<file path="config.mk">
export PLATFORM = sky130hd
export DESIGN_NAME = out_port_fifo
export DESIGN_NICKNAME = d
export VERILOG_FILES = /design/src/rtl/out_port_fifo.sv
export SDC_FILE = /design/constraint.sdc
export NUM_CORES = 1
export LEC_CHECK = 0
export ABC_AREA = 1
export BUFFER_PORTS_ARGS = -buffer_cell sky130_fd_sc_hd__buf_2
export CORE_UTILIZATION = 35
export DETAILED_ROUTE_END_ITERATION = 10
export PLACE_DENSITY_LB_ADDON = 0.08
export SLEW_MARGIN = 15
export SYNTH_ARGS = -nofsm -noshare
export SYNTH_HDL_FRONTEND = slang
export SYNTH_SLANG_ARGS = --single-unit
</file>
<file path="constraint.sdc">
create_clock -name clk -period 2.3 [get_ports clk]
set_input_delay 0.115 -clock clk [delete_from_list [all_inputs] [get_ports clk]]
set_output_delay 0.115 -clock clk [all_outputs]
set_load 0.01 [all_outputs]
</file>
<file path="src/rtl/out_port_fifo.sv">
// out_port_fifo: capture buffer behind the write-back OUT port.
// The block enqueues WD whenever the WB stage asserts out. A consumer drains
// entries over a valid/ready handshake. Writes that arrive while the buffer is
// full and nothing is leaving are dropped and counted; the pipeline never stalls.
module out_port_fifo #(
  parameter int W     = 16,
  parameter int DEPTH = 8,
  parameter int AW    = 3,
  parameter int DW    = 8
) (
  input  logic          clk,
  input  logic          rst,
  input  logic          wr_en,
  input  logic [W-1:0]  wr_data,
  input  logic          rd_ready,
  input  logic          clr_ovf,
  output logic          rd_valid,
  output logic [W-1:0]  rd_data,
  output logic [AW:0]   count,
  output logic          empty,
  output logic          full,
  output logic          almost_full,
  output logic          overflow,
  output logic [DW-1:0] drop_cnt
);

  // Occupancy thresholds expressed at count width
  localparam logic [AW:0]   CNT_ZERO  = {(AW+1){1'b0}};
  localparam logic [AW:0]   CNT_ONE   = {{AW{1'b0}}, 1'b1};
  localparam logic [AW:0]   CNT_FULL  = (AW+1)'(DEPTH);
  localparam logic [AW:0]   CNT_AFULL = (AW+1)'(DEPTH - 1);
  localparam logic [AW-1:0] PTR_ONE   = {{(AW-1){1'b0}}, 1'b1};
  localparam logic [DW-1:0] DCNT_ZERO = {DW{1'b0}};
  localparam logic [DW-1:0] DCNT_ONE  = {{(DW-1){1'b0}}, 1'b1};
  localparam logic [DW-1:0] DCNT_MAX  = {DW{1'b1}};

  // Pointers wrap for free only when DEPTH is exactly 2**AW
  if (DEPTH != (1 << AW) || DEPTH < 2) begin : g_bad_depth
    $error("out_port_fifo: DEPTH must be a power of two >= 2 and equal 2**AW");
  end

  // Storage and state
  logic [W-1:0]  mem_r [DEPTH];
  logic [AW-1:0] wr_ptr_r;
  logic [AW-1:0] rd_ptr_r;
  logic [AW:0]   count_r;
  logic          empty_r;
  logic          full_r;
  logic          afull_r;
  logic          valid_r;
  logic          overflow_r;
  logic [DW-1:0] drop_cnt_r;

  // Next-state signals
  logic          push_s;
  logic          pop_s;
  logic          drop_s;
  logic [AW:0]   count_nxt_s;
  logic          overflow_nxt_s;
  logic [DW-1:0] drop_cnt_nxt_s;
  logic [W-1:0]  head_s;

  // Handshake decode: a full buffer still accepts a write when the head leaves
  always_comb begin
    pop_s  = valid_r & rd_ready;
    push_s = wr_en & (~full_r | pop_s);
    drop_s = wr_en & full_r & ~pop_s;
  end

  // Occupancy update from the push/pop combination
  always_comb begin
    count_nxt_s = count_r;
    case ({push_s, pop_s})
      2'b10:   count_nxt_s = count_r + CNT_ONE;
      2'b01:   count_nxt_s = count_r - CNT_ONE;
      2'b11:   count_nxt_s = count_r;
      2'b00:   count_nxt_s = count_r;
      default: count_nxt_s = count_r;
    endcase
  end

  // Overflow bookkeeping: a drop in the same cycle as a clear takes priority
  always_comb begin
    overflow_nxt_s = overflow_r;
    drop_cnt_nxt_s = drop_cnt_r;
    if (drop_s) begin
      overflow_nxt_s = 1'b1;
      if (clr_ovf) begin
        drop_cnt_nxt_s = DCNT_ONE;
      end else if (drop_cnt_r != DCNT_MAX) begin
        drop_cnt_nxt_s = drop_cnt_r + DCNT_ONE;
      end else begin
        drop_cnt_nxt_s = drop_cnt_r;
      end
    end else if (clr_ovf) begin
      overflow_nxt_s = 1'b0;
      drop_cnt_nxt_s = DCNT_ZERO;
    end else begin
      overflow_nxt_s = overflow_r;
      drop_cnt_nxt_s = drop_cnt_r;
    end
  end

  // Data array write port; contents are deliberately left unreset
  always_ff @(posedge clk) begin
    if (push_s) begin
      mem_r[wr_ptr_r] <= wr_data;
    end
  end

  // Pointers, occupancy and flags; flags are registered from next count
  always_ff @(posedge clk or negedge rst) begin
    if (!rst) begin
      wr_ptr_r   <= {AW{1'b0}};
      rd_ptr_r   <= {AW{1'b0}};
      count_r    <= CNT_ZERO;
      empty_r    <= 1'b1;
      full_r     <= 1'b0;
      afull_r    <= 1'b0;
      valid_r    <= 1'b0;
    end else begin
      if (push_s) begin
        wr_ptr_r <= wr_ptr_r + PTR_ONE;
      end
      if (pop_s) begin
        rd_ptr_r <= rd_ptr_r + PTR_ONE;
      end
      count_r <= count_nxt_s;
      empty_r <= (count_nxt_s == CNT_ZERO);
      valid_r <= (count_nxt_s != CNT_ZERO);
      full_r  <= (count_nxt_s == CNT_FULL);
      afull_r <= (count_nxt_s >= CNT_AFULL);
    end
  end

  // Sticky overflow flag and saturating drop counter
  always_ff @(posedge clk or negedge rst) begin
    if (!rst) begin
      overflow_r <= 1'b0;
      drop_cnt_r <= DCNT_ZERO;
    end else begin
      overflow_r <= overflow_nxt_s;
      drop_cnt_r <= drop_cnt_nxt_s;
    end
  end

  // Head entry is presented only while valid, otherwise forced to zero
  always_comb begin
    head_s = mem_r[rd_ptr_r];
    if (valid_r) begin
      rd_data = head_s;
    end else begin
      rd_data = {W{1'b0}};
    end
  end

  assign rd_valid    = valid_r;
  assign count       = count_r;
  assign empty       = empty_r;
  assign full        = full_r;
  assign almost_full = afull_r;
  assign overflow    = overflow_r;
  assign drop_cnt    = drop_cnt_r;

endmodule

</file>
==> out/results.txt, run 1 <==
DRC violation count after routing = 0
Num CTS Buffers = 17
DRT Wirelength = 14700 um
register area share after synthesis = 0.702
Worst-path clk slew = 0.06 ns
die width = 136 um
clk_skew = 0.00943 ns
hold path depth = 3
top cells by area, synth = edfxtp_1 61%, dfrtp_1 8.7%, nor2_1 8.5%
required time of the critical path = 2.60 ns
Storage cell area = 4430 um2
fin nets = 674
Max Cap Viol = 0
initial antenna violation count = 0
Place WS = 0.192 ns
clk buf depth = 2
worst path setup slack after routing = 0.186 ns
Final Hold Fails = 0
Tcrit/Tclk final = 0.919
CP max stage delay = 0.39 ns
Hold Crit Endpoint = overflow
routed wl met3 = 550 um
Critical Path Fanout Max = 5
reg2reg start = rd_valid
WL met2 = 6970 um
core area = 17400 um2
CTS tree = yes
crit end category = register
Highest Signal Layer = met4
first-pass iteration count of the detailed router = 4
worst vdd ir = 0.000655 V
filler instances = 1627
Hold Path Class = input pin to register
Max Slew Vio Count = 0
WP data arrival = 2.42 ns
worst slew pin tran = 0.646 ns
cell breakdown of the critical path = nand2_4, a21oi_4, inv_2, ha_1, nand2_1, inv_1, nor2_1, ha_1, nand2_1, nand2_1, nor2_1, o211ai_1, inv_1, nand2_1
fraction of layout instances using a drive strength above 1 = 0.183
Pleak = 2.98 nW
Cells after Synth = 557
per-cell routed wire length = 16.6 um
largest net degree at the start of global routing = 47
routed via count = 4239
port bufs = 53
DRT met1 WL = 7050 um
post-synth cell types = 30
power per cell area = 1310 nW/um2
status = finished clean
initial core utilization = 0.362
Core Util, Final = 0.447
multi-input logic area = 1660 um2
Yosys reg bits = 151
clock tree root driver cell = clkbuf_16
largest area contributor in the netlist = edfxtp_1
Iteration-0 DRC Markers = 223
most used cell, CP = nand2_1
Clock Sinks = 151
Mapped Area = 6300 um2
Slew headroom = 0.569
vias in the first global route = 4142
die area = 18500 um2
HP Start = wr_en
Reg2Reg Capture Point = rd_valid
CP max stage cell = dfrtp_1
Final min period = 2.11 ns
Final setup viols = 0
antenna cells = 0
RePlAce Congestion = 0.798
crit start category = register
Layout area overhead = 23.5%
CP Class = register to register
Total Routing Usage GR = 0.171
FP Rows = 48
I/O pins = 54
r2r setup slk = 0.19 ns
H-Tree Level Count = 4
first-pass GRT wire length = 23000 um
Syn. warnings = 0
GR Overflow Total = 0
clock latency on the worst-skew pair = 0.41 ns
Avg Inst Size Synth = 11.3 um2
top cell type's share of synthesized area = 0.610
post-DP HPWL = 8780 um
Vias/cell = 4.79
antenna-violating nets left = 0
f_max = 473 MHz
Mapped Nets = 584
worst r2r path cells = 14
die height = 136 um
power by group:
group | total (W) | switching [W] | internal (W)
clock network | 0.00290 | 0.00100 | 0.00190
logic | 0.00363 | 0.00234 | 0.00130
registers | 0.00367 | 0.000225 | 0.00344
total | 0.0102 | 0.00356 | 0.00664
layout make-up:
class / instances / share of cell area
repair buffers: 96 / 0.0891
multi-input cells: 355 / 0.214
well taps: 225 / 0.0362
inverters: 26 / 0.0125
flip-flops and latches: 151 / 0.569
clock inverters: 13 / 0.0236
clock buffers: 19 / 0.0557
kinds of logic after synthesis:
family,after synthesis,share of synthesized area
DFF,151,0.702
AOI/OAI and AO/OA,129,0.106
xor gates and xnor gates,6,0.00834
adders and majority gates,6,0.0119
buffers and inverters,51,0.0355
and+or+nand+nor,214,0.137
sequential cells by signal, indices dropped and copies added, names as in the netlist:
signal       flops
empty            1
rd_valid         1
overflow         1
almost_full      1
drop_cnt         8
mem_r          128
count            4
full             1
wr_ptr_r         3
rd_ptr_r         3
synthesized netlist by cell type:
cell / n
nor2_1: 143
edfxtp_1: 128
o21ai_0: 86
nand2_1: 46
o21ai_1: 34
inv_1: 24
dfrtp_1: 22
buf_2: 14
nand3_1: 13
ha_1: 6
clkbuf_1: 5
a21oi_1: 4
nor2_2: 4
xor2_1: 4
buf_4: 3
clkbuf_2: 3
inv_2: 2
nand4_1: 2
o211ai_1: 2
xnor2_1: 2
a21oi_4: 1
and2_1: 1
dfstp_2: 1
nand2_2: 1
nand2_4: 1
nand3_2: 1
o21bai_1: 1
o41ai_1: 1
or2_2: 1
or2_4: 1
placed cells by master (no fill, tap or decap), types with 4 or more instances in the layout:
master and instances:
nor2_1 140, edfxtp_1 128, o21ai_0 86, buf_2 53
nand2_1 46, o21ai_1 34, inv_1 23, dfrtp_1 20
dlygate4sd3_1 19, buf_4 18, clkbuf_16 17, nand3_1 13
nor2_2 7, ha_1 6, clkinv_1 5, bufinv_16 5
xor2_1 4, a21oi_1 4, buf_12 4
metrics by stage:
stage	hold slack (ns)	instances	instance area, um2	power, W	setup TNS, ns
6_report	0.0207	885	7780	0.0102	0
5_1_grt	0.0349	885	7780	0.0109	-0.00101
4_1_cts	0.00264	883	7750	0.0103	0
3_5_place_dp	0.144	832	6950	0.00734	0
3_3_place_gp	0.128	832	6950	0.00730	0
2_1_floorplan	-0.181	557	6300	0.00595	0
worst max-delay path: cells and delay by family (launching register included):
kind | cells | cell delay, ns
compound gates | 2 | 0.34
fa+ha+maj | 2 | 0.48
buf+inv | 3 | 0.21
flops | 1 | 0.39
simple gates | 7 | 0.59
worst max-delay path by stage:
stage          slack [ns]         end   startpoint
2_1_floorplan        0.24    rd_valid     rd_valid
3_3_place_gp         0.23    rd_valid     rd_valid
3_5_place_dp         0.19    rd_valid     rd_valid
4_1_cts              0.02  rd_data[4]  rd_ptr_r[1]
5_1_grt            -0.001    rd_valid     rd_valid
6_report             0.19    rd_valid     rd_valid
routing by layer:
| layer | vias to the layer above | GRT usage |
|---|---|---|
| met5 | - | 0 |
| met4 | 0 | 0.0759 |
| met3 | 9 | 0.0354 |
| met2 | 75 | 0.261 |
| met1 | 2049 | 0.234 |
| li1 | 2106 | - |
what timing repair did:
action	4_1_cts	5_1_grt
resized for setup	0	2
hold buffers	19	0
hold endpoints to repair	152	0
endpoints found under the setup margin	0	10
setup buffers	0	2
(Power assumes the default switching activity.)
==> run 2: changes to the inputs <==
CELL_PAD_IN_SITES_DETAIL_PLACEMENT = 1   (was not set)
CELL_PAD_IN_SITES_GLOBAL_PLACEMENT = 2   (was not set)
CORE_UTILIZATION = 40   (was 35)
==> out/results.txt, run 2 (synthesized netlist as in run 1, its figures left out) <==
Fin Setup TNS = 0 ns (unchanged)
post-DP HPWL = 8440 um (-3.8%)
WP data arrival = 2.03 ns (-0.39 ns)
worst r2r path cells = 14 (unchanged)
DRT Wirelength = 14900 um (+0.94%)
largest net degree at the start of global routing = 66 (+40%)
register with the most flip-flops = mem_r
I/O pins = 54 (unchanged)
Final setup viols = 0 (unchanged)
Critical Path Fanout Max = 36 (+31)
RSZ-0062 raised after global routing = no
per-cell routed wire length = 17.2 um (+3.6%)
die height = 128 um (-6.4%)
f_max = 465 MHz (-1.6%)
port bufs = 53 (unchanged)
Num CTS Buffers = 17 (unchanged)
Layout area overhead = 20.9%
required time of the critical path = 2.18 ns (-0.42 ns)
die area = 16300 um2 (-12%)
Hold Path Class = input pin to register
crit end category = output port
first-pass GRT wire length = 23700 um (+3.2%)
die width = 128 um (-6.4%)
Setup crit end = rd_data[1]
clk buf depth = 2 (unchanged)
worst vdd ir = 0.000566 V (-14%)
Final min period = 2.15 ns (+0.0343 ns)
Core Util, Final = 0.497 (+0.0507)
most common cell after layout, fill and taps aside = nor2_1
GR Overflow Total = 0 (unchanged)
Clock Sinks = 151 (unchanged)
vias in the first global route = 4533 (+9.4%)
non-filler cells, final = 862 (-2.6%)
max FFs per register = 128 (unchanged)
initial core utilization = 0.411 (+0.0497)
clock latency on the worst-skew pair = 0.42 ns (about the same)
DRC violation count after routing = 0 (unchanged)
H-Tree Level Count = 4 (unchanged)
Total Routing Usage GR = 0.199 (+0.0277)
Vias/cell = 5.06 (+5.7%)
Tcrit/Tclk final = 0.934 (+0.0149)
most frequent cells in the layout = 143 x nor2_1, 128 x edfxtp_1, 86 x o21ai_0
core area = 15300 um2 (-12%)
Final Hold Fails = 0 (unchanged)
RePlAce Congestion = 0.782 (-2.0%)
antenna cells = 0 (unchanged)
worst slew pin tran = 0.547 ns (-0.0989 ns)
fin nets = 665 (-1.3%)
crit start category = register
Max Cap Viol = 0 (unchanged)
FP Rows = 45 (-6.3%)
reg2reg start = rd_valid
dpl cells = 811 (-2.5%)
CTS tree = yes
Iteration-0 DRC Markers = 216 (-3.1%)
first-pass iteration count of the detailed router = 4 (unchanged)
r2r setup slk = 0.19 ns (about the same)
initial antenna violation count = 0 (unchanged)
fraction of layout instances using a drive strength above 1 = 0.172 (-0.0113)
Worst-path clk slew = 0.06 ns (about the same)
status = finished clean
power per cell area = 1300 nW/um2 (-1.2%)
clock tree root driver cell = clkbuf_16
Slew headroom = 0.635 (+0.0664)
Critical path origin = rd_ptr_r[0]
antenna-violating nets left = 0 (unchanged)
CP Class = register to output port
Max Slew Vio Count = 0 (unchanged)
clk_skew = 0.00740 ns (-0.00203 ns)
routed via count = 4365 (+3.0%)
Reg2Reg Capture Point = rd_valid
Pleak = 2.90 nW (-2.4%)
## run 2: final cells by class
cell class	instances	area, um2
Timing Repair Buffer	87	598
Multi-Input combinational cell	355	1660
Fill cell	1660	7700
Clock buffer	23	478
Tap cell	211	264
Sequential cell	151	4420
Clock inverter	9	98.8
Inverter	26	98.8
## run 2: metrics by stage
stage / hold WS [ns] / instance area (um2) / worst slack, ns / total power (W)
5_1_grt: 0.0414 / 7620 / 0.00650 / 0.0105
3_5_place_dp: 0.138 / 6840 / 0.143 / 0.00725
3_3_place_gp: 0.130 / 6840 / 0.256 / 0.00714
2_1_floorplan: -0.181 / 6300 / 0.238 / 0.00595
4_1_cts: 0.0105 / 7600 / 0.127 / 0.0100
6_report: 0.0205 / 7620 / 0.151 / 0.00987
## run 2: worst min-delay path by stage
stage                     slack [ns]           to  depth (start not counted)     start
after floorplan                -0.18  almost_full                          0       rst
after global placement          0.13  drop_cnt[7]                          1       rst
after detailed placement        0.14  drop_cnt[7]                          1       rst
after CTS                       0.01  rd_ptr_r[0]                          3  rd_ready
after global routing            0.04  rd_ptr_r[1]                          4  rd_ready
final                           0.02  rd_ptr_r[0]                          3  rd_ready
## run 2: worst max-delay path, cell delays in order (launching register included)
cell and delay (ns):
dfrtp_2 0.39, clkinv_2 0.22, buf_12 0.26, o21ai_0 0.20, o21ai_1 0.11, o21ai_0 0.22
nor2_1 0.07, buf_2 0.14
## run 2: layer usage
metal  track usage  part of all wire  vias up
met5             0                 0        -
met4        0.0707             0.016        0
met3        0.0398             0.026       20
met2         0.352              0.52       64
met1         0.241              0.44     2196
li1              -                 -     2085
## run 2: where the power goes
part           internal (W)  total, W  leakage (nW)  switching (W)
sequential          0.00344   0.00362          1.45       0.000179
clock               0.00167   0.00269         0.280        0.00102
combinational       0.00121   0.00356          1.17        0.00235
total               0.00632   0.00987          2.90        0.00355
## run 2: timing repair
action                                  CTS  global route
pin swaps                                 0             1
endpoints found under the setup margin    9             4
buffers inserted                          0             1
hold buffers                             18             0
resized for setup                         2             2
endpoints found under the hold margin   151             0
